File: config.mk
export PLATFORM = sky130hd
export DESIGN_NAME = uart_transmitter
export DESIGN_NICKNAME = d
export VERILOG_FILES = /design/src/rtl/uart_transmitter.sv
export SDC_FILE = /design/constraint.sdc
export NUM_CORES = 1
export LEC_CHECK = 0
export CORE_ASPECT_RATIO = 0.9
export CORE_MARGIN = 4
export CORE_UTILIZATION = 53
export CTS_CLUSTER_DIAMETER = 200
export DETAILED_ROUTE_END_ITERATION = 10
export PLACE_DENSITY = 0.78
export SLEW_MARGIN = 20
export SYNTH_ARGS = -nofsm -noshare
export SYNTH_HDL_FRONTEND = slang
export SYNTH_SLANG_ARGS = --single-unit
export TNS_END_PERCENT = 10
File: constraint.sdc
create_clock -name clk_i -period 2.2 [get_ports clk_i]
set_input_delay 0.44 -clock clk_i [delete_from_list [all_inputs] [get_ports clk_i]]
set_output_delay 0.44 -clock clk_i [all_outputs]
set_load 0.1 [all_outputs]
File: src/rtl/uart_transmitter.sv
// UART serial transmit stage: pops one FIFO word and sends start, 5-8 data bits (LSB first),
// optional parity and 1-2 stop bits, timed by the oversampling tick.
module uart_transmitter #(
    parameter int unsigned OVERSAMPLE = 16
) (
    input  logic       clk_i,
    input  logic       rst_i,
    input  logic       ov_baud_rt_i,
    input  logic       tx_req_i,
    input  logic [7:0] data_tx_i,
    input  logic [1:0] data_width_i,
    input  logic [1:0] parity_mode_i,
    input  logic [1:0] stop_bits_i,
    output logic       tx_ack_o,
    output logic       tx_o,
    output logic       tx_done_o,
    output logic       tx_idle_o
);

    localparam logic [1:0] PAR_EVEN  = 2'd0;
    localparam logic [1:0] PAR_ODD   = 2'd1;
    localparam logic [1:0] SB_2BIT   = 2'd1;
    localparam logic [3:0] LAST_TICK = 4'(OVERSAMPLE - 1);

    typedef enum logic [2:0] {StIdle, StStart, StData, StParity, StStop} state_e;

    state_e     r_state;
    logic [7:0] r_shift;
    logic [1:0] r_width;
    logic       r_par_en;
    logic       r_par_bit;
    logic       r_two_stop;
    logic [3:0] r_tick_cnt;
    logic [2:0] r_bit_cnt;
    logic       r_tx;
    logic       r_done;
    logic       r_idle;

    logic       w_accept;
    logic       w_bit_end;
    logic [7:0] w_mask;
    logic       w_par;

    assign w_accept  = !rst_i && (r_state == StIdle) && tx_req_i;
    assign w_bit_end = ov_baud_rt_i && (r_tick_cnt == LAST_TICK);
    // Parity covers only the bits that will actually be shifted out.
    assign w_mask    = 8'hFF >> (2'd3 - data_width_i);
    assign w_par     = (^(data_tx_i & w_mask)) ^ (parity_mode_i == PAR_ODD);

    assign tx_ack_o  = w_accept;
    assign tx_o      = r_tx;
    assign tx_done_o = r_done;
    assign tx_idle_o = r_idle;

    always_ff @(posedge clk_i) begin
        if (rst_i) begin
            r_state    <= StIdle;
            r_shift    <= '0;
            r_width    <= '0;
            r_par_en   <= 1'b0;
            r_par_bit  <= 1'b0;
            r_two_stop <= 1'b0;
            r_tick_cnt <= '0;
            r_bit_cnt  <= '0;
            r_tx       <= 1'b1;
            r_done     <= 1'b0;
            r_idle     <= 1'b1;
        end else begin
            r_done <= 1'b0;
            if (r_state != StIdle && ov_baud_rt_i) begin
                r_tick_cnt <= w_bit_end ? 4'd0 : r_tick_cnt + 4'd1;
            end
            unique case (r_state)
                StIdle: begin
                    r_tx <= 1'b1;
                    if (tx_req_i) begin
                        r_shift    <= data_tx_i;
                        r_width    <= data_width_i;
                        r_par_en   <= (parity_mode_i == PAR_EVEN) || (parity_mode_i == PAR_ODD);
                        r_par_bit  <= w_par;
                        r_two_stop <= (stop_bits_i == SB_2BIT);
                        r_tick_cnt <= '0;
                        r_bit_cnt  <= '0;
                        r_tx       <= 1'b0;
                        r_idle     <= 1'b0;
                        r_state    <= StStart;
                    end
                end
                StStart: begin
                    if (w_bit_end) begin
                        r_tx    <= r_shift[0];
                        r_state <= StData;
                    end
                end
                StData: begin
                    if (w_bit_end) begin
                        r_shift <= r_shift >> 1;
                        if (r_bit_cnt == {1'b0, r_width} + 3'd4) begin
                            r_bit_cnt <= '0;
                            if (r_par_en) begin
                                r_tx    <= r_par_bit;
                                r_state <= StParity;
                            end else begin
                                r_tx    <= 1'b1;
                                r_state <= StStop;
                            end
                        end else begin
                            r_bit_cnt <= r_bit_cnt + 3'd1;
                            r_tx      <= r_shift[1];
                        end
                    end
                end
                StParity: begin
                    if (w_bit_end) begin
                        r_tx    <= 1'b1;
                        r_state <= StStop;
                    end
                end
                StStop: begin
                    if (w_bit_end) begin
                        // r_bit_cnt doubles as the stop-bit index.
                        if (r_two_stop && r_bit_cnt == 3'd0) begin
                            r_bit_cnt <= 3'd1;
                        end else begin
                            r_done  <= 1'b1;
                            r_idle  <= 1'b1;
                            r_state <= StIdle;
                        end
                    end
                end
                default: r_state <= StIdle;
            endcase
        end
    end

endmodule

[Word-level counts from Yosys, hierarchy flattened]
Index checks and enable logic that the tools add are counted.
Storage, ports and cells
  register bits: 26
  input port bits: 18
  output and inout port bits: 4
  logic and storage cells: 93
Operators by class
  add/subtract/negate cells: 4
  eq/ne operators: 16
  shifts and indexed selects: 1
  mux-type cells: 34
  bitwise gates (word level): 4
  reductions and logical operators: 23
Operators by type and width (number)
  3-bit 2-to-1 mux: 13
  4-bit 2-to-1 mux: 4
  8-bit 2-to-1 mux: 2
  2-bit != test (second input constant): 8
  8-bit one-hot mux with 2 select lines: 1
  3-bit one-hot mux with 5 select lines: 1
  1-bit 2-to-1 mux: 10
  3-bit one-hot mux with 3 select lines: 1
  8-bit bitwise AND: 1
  4-bit AND reduction: 2
  8-bit XOR reduction: 1
  8-bit by 2-bit right shift with 8-bit output (first input constant): 1
  7-bit AND reduction: 1
  3-bit by 2-bit equality test with 1-bit output (second input constant): 2
  3-bit zero test: 2
  3-bit nonzero test: 2
  1-bit logical AND: 5
  5-bit AND reduction: 1
  4-bit by 1-bit adder with 4-bit output (second input constant): 1
  2-bit by 1-bit equality test with 1-bit output (second input constant): 2
  4-bit equality test (second input constant): 1
  1-bit one-hot mux with 4 select lines: 1
  2-bit nonzero test: 2
  4-bit nonzero test: 1
  15 further kinds: 16

[Logic depth before layout (Yosys ltp)]
Gate-level depths: netlist of run 1.
  depth after elaboration: 6
  depth in mapped cells: 7
  gate-level depth less buffers: 7

[Least setup slack after synthesis of run 1]
Ideal clock, no wire load.
  path type: register to output
  from: register r_state[0]
  to: output port tx_ack_o
  arrival: 2201 ps
  setup slack: -441 ps
  stages on the path, launching flop included: 5
  cell sequence: dfxtp_1 buf_2 nor3_2 nand2_1 nor2_1
On the way
  word-level cells in the longest chain between the ends: 3
Ends and longest elaborated chain
  start, declared: RTL line 27  | state_e r_state;
  start signal, assigned: RTL line 57  | r_state <= StIdle;
  start signal, assigned: RTL line 86  | r_state <= StStart;
  start signal, assigned: RTL line 92  | r_state <= StData;
  3-bit zero test: RTL line 44  | assign w_accept = !rst_i && (r_state == StIdle) && tx_req_i;
  1-bit logical AND (2 in a row): RTL line 44
  end, declared: RTL line 14  | output logic tx_ack_o,
No other way between the ends.

[Worst setup path after layout of run 1]
Same ends and word-level chain as after synthesis.

==> results of run 1 <==
-- kinds of logic after synthesis --
group | count (synthesis) | synth area share, %
flip-flops | 26 | 35.4
multiplexers | 10 | 6.90
AND/OR/NAND/NOR | 64 | 22.8
adder cells (fa/ha/maj) | 3 | 2.56
buffers and inverters | 12 | 4.26
XOR/XNOR | 9 | 5.37
AO/OA/AOI/OAI | 42 | 22.7
-- layer usage --
layer,up-vias,part of all wire [%]
met3,7,4.6
met5,-,0
li1,656,-
met1,639,47
met4,0,1.3
met2,24,47
-- through the flow --
stage / worst slack (ns) / hold WS [ns]
after detailed placement: 0.0952 / 0.464
after CTS: 0.110 / 0.482
after global placement: 0.153 / 0.449
final: 0.116 / 0.482
after global routing: 0.00424 / 0.500
after floorplan: 0.0150 / 0.432
-- layout make-up --
type	count	area [sq um]	area share (%)
repair buffers	32	295	16.6
well taps	28	35.0	1.96
clock buffers	4	36.3	2.04
flip-flops and latches	26	520	29.2
inverters	2	7.51	0.421
multi-input cells	128	888	49.8
-- critical path: cells and delay by family, from the launching register on --
kind / cells / cell delay, ns
flip-flops: 1 / 0.43
AND/OR/NAND/NOR: 3 / 0.70
buffers and inverters: 1 / 0.19
-- worst max-delay path by stage --
stage,to,slack [ns],cells after the start
2_1_floorplan,tx_ack_o,0.02,4
3_3_place_gp,r_state[1],0.15,6
3_5_place_dp,r_state[1],0.1,6
4_1_cts,tx_ack_o,0.11,4
5_1_grt,tx_ack_o,0.004,4
6_report,tx_ack_o,0.12,4
-- power groups by stage --
stage | clock (mW) | sequential, mW | combinational [mW]
2_1_floorplan | 0 | 0.601 | 0.300
3_3_place_gp | 0 | 0.572 | 0.441
3_5_place_dp | 0 | 0.575 | 0.454
4_1_cts | 0.252 | 0.565 | 0.456
5_1_grt | 0.275 | 0.575 | 0.498
6_report | 0.243 | 0.565 | 0.456
-- synth_stat cells (2+ instances only) --
cell type	number
nand2b_1	3
clkbuf_1	5
ha_1	3
nand3b_1	2
a31oi_1	2
a32oi_1	2
mux2i_1	9
inv_1	2
nand3_1	2
nor3_1	2
nor2b_1	3
a21oi_1	11
o31ai_1	2
nor2_1	25
buf_6	2
a211oi_2	3
nor3b_1	3
nand4b_1	2
xnor2_1	9
buf_2	2
nand2_1	14
dfxtp_1	26
a22oi_1	3
a211oi_1	7
-- sequential cells by signal (all words and copies together), names as in the netlist --
| signal | flops |
|---|---|
| r_bit_cnt | 3 |
| tx_o | 1 |
| r_par_en | 1 |
| tx_done_o | 1 |
| r_two_stop | 1 |
| r_shift | 8 |
| tx_idle_o | 1 |
| r_par_bit | 1 |
| r_state | 3 |
| r_tick_cnt | 4 |
| r_width | 2 |
==> reports/metrics.yaml, run 1 <==
fill_cells: 214
async_flop_share_pct: 0
numCtsBuffers: 3
vias: 1326
drive_gt1_share_pct: 15.6
worst-setup-path-type: "reg -> out"
combPwrFrac_pct: 36.1
setup_violations: 0
period_share_pct: 94.7
hold_viol: 0
drt_wl_total_microns: 3230
synth-seq-cells: 26
worstMarginPinSlew_ns: 0.481
cp-startpoint: "r_state[0]"
fin_cells: 220
placed_cell_area_sq_um: 1750
maxSlewHeadroom_pct: 67.9
period_needed_ns: 2.08
grtUsageMet2_pct: 30.4
cts_resized: 0
yosys-top-cells-area: "dfxtp_1 35%, nor2_1 6.4%, mux2i_1 6.1%, xnor2_1 5.4%, a21oi_1 3.7%"
tns_ns: 0
power_density_nw_per_um2: 709
wl_per_cell_microns: 14.7
grt_max_degree: 25
worst_ep_required_time_ns: 1.76
postCtsSetupRepairBufs: 0
clkTransAtPathRegs_ns: 0.14
syn_to_final_growth_pct: 21.4
synthesis.area_sq_um: 1470
p_switching_mw: 0.445
cpMaxStageDelayCell: "dfxtp_1"
ys_seq_area_share_pct: 35.4
track_usage_pct: 18.9
viasPerCell: 6.03
cts_tree: "yes"
syn_avg_cell_area_sq_um: 8.85
grt_overflow_total: 0
synth_top_area_cell: "dfxtp_1"
ant_nets: 0
synth_top_cell_area_share_pct: 35.4
intPower_mw: 0.818
rsz0062_at_grt: "false"
worst_r2r_path_depth: 6
clock_skew_ns: 0.00205
antenna_cells: 0
dp_hpwl_microns: 2510
arrival_ns: 1.64
synthCells: 166
utilization_pct: 69.9
synth_cell_types: 46
min_to: "r_two_stop"
end_kind: "primary output"
startpoint_type: "flip-flop"
leakage_nw: 0.709
drt_first_pass_iters: 4
grt_pass1_wl_microns: 5540
cp_max_fo: 7
yosysWarnings: 0
cts_htree_levels: 1
first_global_vias: 1247
synth_edf_count: 0
power_mw: 1.26
post-place-cells: 216
timing.rr.end: "r_state[1]"
drv_cap: 0
root_buffer: "clkbuf_4"
slew_violations: 0
min_path_cells: 2
swShare_pct: 35.2
hold_path.class: "reg -> reg"
grtUsageMet3_pct: 6.40
worstPathCellList: "nor3_2 > nand2_1 > nor2_2 > buf_12"
ir_drop_uv: 394
clk_latency_ns: 0.32
die_y_microns: 57.9
die_x_microns: 63.5
synthFlopType: "dfxtp_1"
syn_nets: 187
core-area_sq_um: 2550
status: "finished, final reports clean"
fmax_mhz: 480
nNetsFinal: 214
post-route-drc-count: 0
pwr-share-clk_pct: 19.2
grt_busiest_layer: "met2"
postCtsHoldBufs: 0
max_stage_delay_ns: 0.43
p_seq_share_pct: 44.7
grt_use_met1_pct: 23.0
gp_congestion: 0.911
antenna_found_initial: 0
final_cell_area_sq_um: 1780
r2r_start: "r_state[1]"
min_from: "r_two_stop"
die_area_sq_um: 3680
num_rows: 17
r2r_setup_slack_ns: 0.34
mostFrequentLayoutCells: "26 x dfxtp_1, 24 x nor2_1, 17 x clkdlybuf4s50_1"
drt-initial-drc-count: 86
cts.sinks: 26
port_buffers: 21
layout_commonest_cell: "dfxtp_1"
initial_core_util_pct: 57.5
ioPinCount: 22
clockBufferDepth: 2
(Power assumes the default switching activity.)
==> run 2: changes to the inputs <==
==> constraint.sdc (replaced) <==
create_clock -name clk_i -period 2.2 [get_ports clk_i]
set_input_delay 0.22 -clock clk_i [delete_from_list [all_inputs] [get_ports clk_i]]
set_output_delay 0.22 -clock clk_i [all_outputs]
set_load 0.1 [all_outputs]
==> run 2 against run 1 <==
Count of clock-buffer cells in the layout decreased by 1. Via count decreased by 5.1%. Sequential share of layout area increased by 0.76 points. First-iteration DRC count decreased by 7.0%. Non-clock buffer count decreased by 5. Largest power group unchanged. Utilization decreased by 1.8 points. Routed wire length decreased by 4.6%. Flip-flop and latch count unchanged.
==> reports/metrics.yaml, run 2 (synthesized netlist as in run 1, its figures left out) <==
status: "finished, final reports clean"
mostFrequentLayoutCells: "26 x dfxtp_1, 24 x nor2_1, 17 x clkdlybuf4s50_1"
timing.rr.end: "r_state[1]"
die_x_microns: 63.5  # unchanged
min_to: "r_two_stop"
regArea_sq_um: 520  # unchanged
regMostFlops: "r_shift"
max_stage_delay_ns: 0.53  # +0.10 ns
tns_ns: 0  # unchanged
numCtsBuffers: 3  # unchanged
drv_cap: 0  # unchanged
clk_latency_ns: 0.31  # about the same
min_path_cells: 3  # +1
cts_tree: "yes"
min_from: "stop_bits_i[0]"
die_y_microns: 57.9  # unchanged
initial_core_util_pct: 57.5  # unchanged
hold_path.class: "in -> reg"
worst_ep_required_time_ns: 1.98  # +0.22 ns
fill_cells: 209  # -2.3%
ant_nets: 0  # unchanged
r2r_setup_slack_ns: 0.30  # -0.04 ns
cp-startpoint: "r_state[0]"
finalHoldWorstSlack_ns: 0.480  # -0.00166 ns
layout_commonest_cell: "dfxtp_1"
reg_top3: "r_shift: 8 flops, r_tick_cnt: 4 flops"
leakage_nw: 0.679  # -4.3%
drt-initial-drc-count: 80  # -7.0%
period_needed_ns: 2.08  # -0.000997 ns
rsz0062_at_grt: "false"
worstPathCellList: "nor3_4 > nand2_1 > nor2_2 > buf_12"
clock_skew_ns: 0.00475  # +0.00270 ns
vias: 1258  # -5.1%
largest_reg_flops: 8  # unchanged
end_kind: "primary output"
antenna_cells: 0  # unchanged
multi_input_area_sq_um: 895  # +0.70%
grt_pass1_wl_microns: 5200  # -6.1%
drive_gt1_share_pct: 12.9  # -2.7 points
port_buffers: 21  # unchanged
dp_hpwl_microns: 2400  # -4.2%
drt_first_pass_iters: 4  # unchanged
grt_max_degree: 17  # -32%
cts.sinks: 26  # unchanged
cpMaxStageDelayCell: "dfxtp_1"
period_share_pct: 94.7  # about the same
wl_per_cell_microns: 14.4  # -1.9%
postCtsHoldBufs: 0  # unchanged
fmax_mhz: 480  # about the same
viasPerCell: 5.88  # -2.5%
first_global_vias: 1145  # -8.2%
post-route-drc-count: 0  # unchanged
maxSlewHeadroom_pct: 58.1  # -9.8 points
ir_drop_uv: 542  # +37%
power_density_nw_per_um2: 691  # -2.4%
hold_viol: 0  # unchanged
gp_congestion: 0.881  # -3.2%
startpoint_type: "flip-flop"
num_rows: 17  # unchanged
cts_htree_levels: 1  # unchanged
worst_r2r_path_depth: 6  # unchanged
r2r_start: "r_tick_cnt[0]"
die_area_sq_um: 3680  # unchanged
ioPinCount: 22  # unchanged
worst-setup-path-type: "reg -> out"
track_usage_pct: 17.3  # -1.6 points
arrival_ns: 1.86  # +0.22 ns
drt_wl_total_microns: 3080  # -4.6%
clockBufferDepth: 2  # unchanged
syn_to_final_growth_pct: 18.3
nNetsFinal: 209  # -2.3%
setup_violations: 0  # unchanged
core-area_sq_um: 2550  # unchanged
root_buffer: "clkbuf_4"
cp_max_fo: 16  # +9
antenna_found_initial: 0  # unchanged
grt_overflow_total: 0  # unchanged
power_mw: 1.20  # -4.9%
clkTransAtPathRegs_ns: 0.13  # about the same
worstMarginPinSlew_ns: 0.628  # +0.147 ns
slew_violations: 0  # unchanged
## run 2: changes by cell type in the layout (fill, tap and decap cells not counted), sizes merged
| cell | change |
|---|---|
| clkbuf | -1 |
| buf | -5 |
## run 2: final cells by class
class	instances	share of cell area, %
Multi-Input combinational cell	128	51.5
Inverter	2	0.432
Timing Repair Buffer	27	14.8
Tap cell	28	2.02
Sequential cell	26	29.9
Clock buffer	3	1.30
## run 2: per-layer routing
layer | track usage (%) | vias up | share of wire [%]
li1 | - | 640 | -
met5 | 0 | - | 0
met1 | 23.0 | 588 | 48
met2 | 29.5 | 28 | 48
met4 | 1.85 | 0 | 0.45
met3 | 4.46 | 2 | 4.3
## run 2: worst max-delay path by stage
| stage | end | slack, ns | depth (start not counted) |
|---|---|---|---|
| after floorplan | tx_ack_o | 0.24 | 4 |
| after global placement | r_state[1] | 0.31 | 6 |
| after detailed placement | r_state[1] | 0.23 | 6 |
| after CTS | tx_ack_o | 0.07 | 4 |
| after global routing | tx_ack_o | 0.01 | 4 |
| final | tx_ack_o | 0.12 | 4 |
## run 2: worst max-delay path: cells and delay by family, from the launching register on
family        cells  cell delay (ns)
simple gates      3             0.81
flops             1             0.53
buf+inv           1             0.20
## run 2: per-stage QoR
stage	util (%)	instances	area (sq um)	setup WS, ns
2_1_floorplan	-	166	1470	0.235
3_3_place_gp	67.0	211	1710	0.308
3_5_place_dp	67.0	211	1710	0.229
4_1_cts	67.8	214	1730	0.0671
5_1_grt	68.1	214	1740	0.0113
6_report	68.1	214	1740	0.117
## run 2: where the power goes
| part | total [mW] | leakage, nW | internal (mW) | switching, mW |
|---|---|---|---|---|
| sequential | 0.576 | 0.213 | 0.521 | 0.0554 |
| clock | 0.193 | 0.0138 | 0.0641 | 0.129 |
| combinational | 0.432 | 0.452 | 0.188 | 0.245 |
## run 2: what timing repair did
action                     CTS  global route
setup buffers                0             0
setup endpoints to repair    0             1
resized for setup            0             1
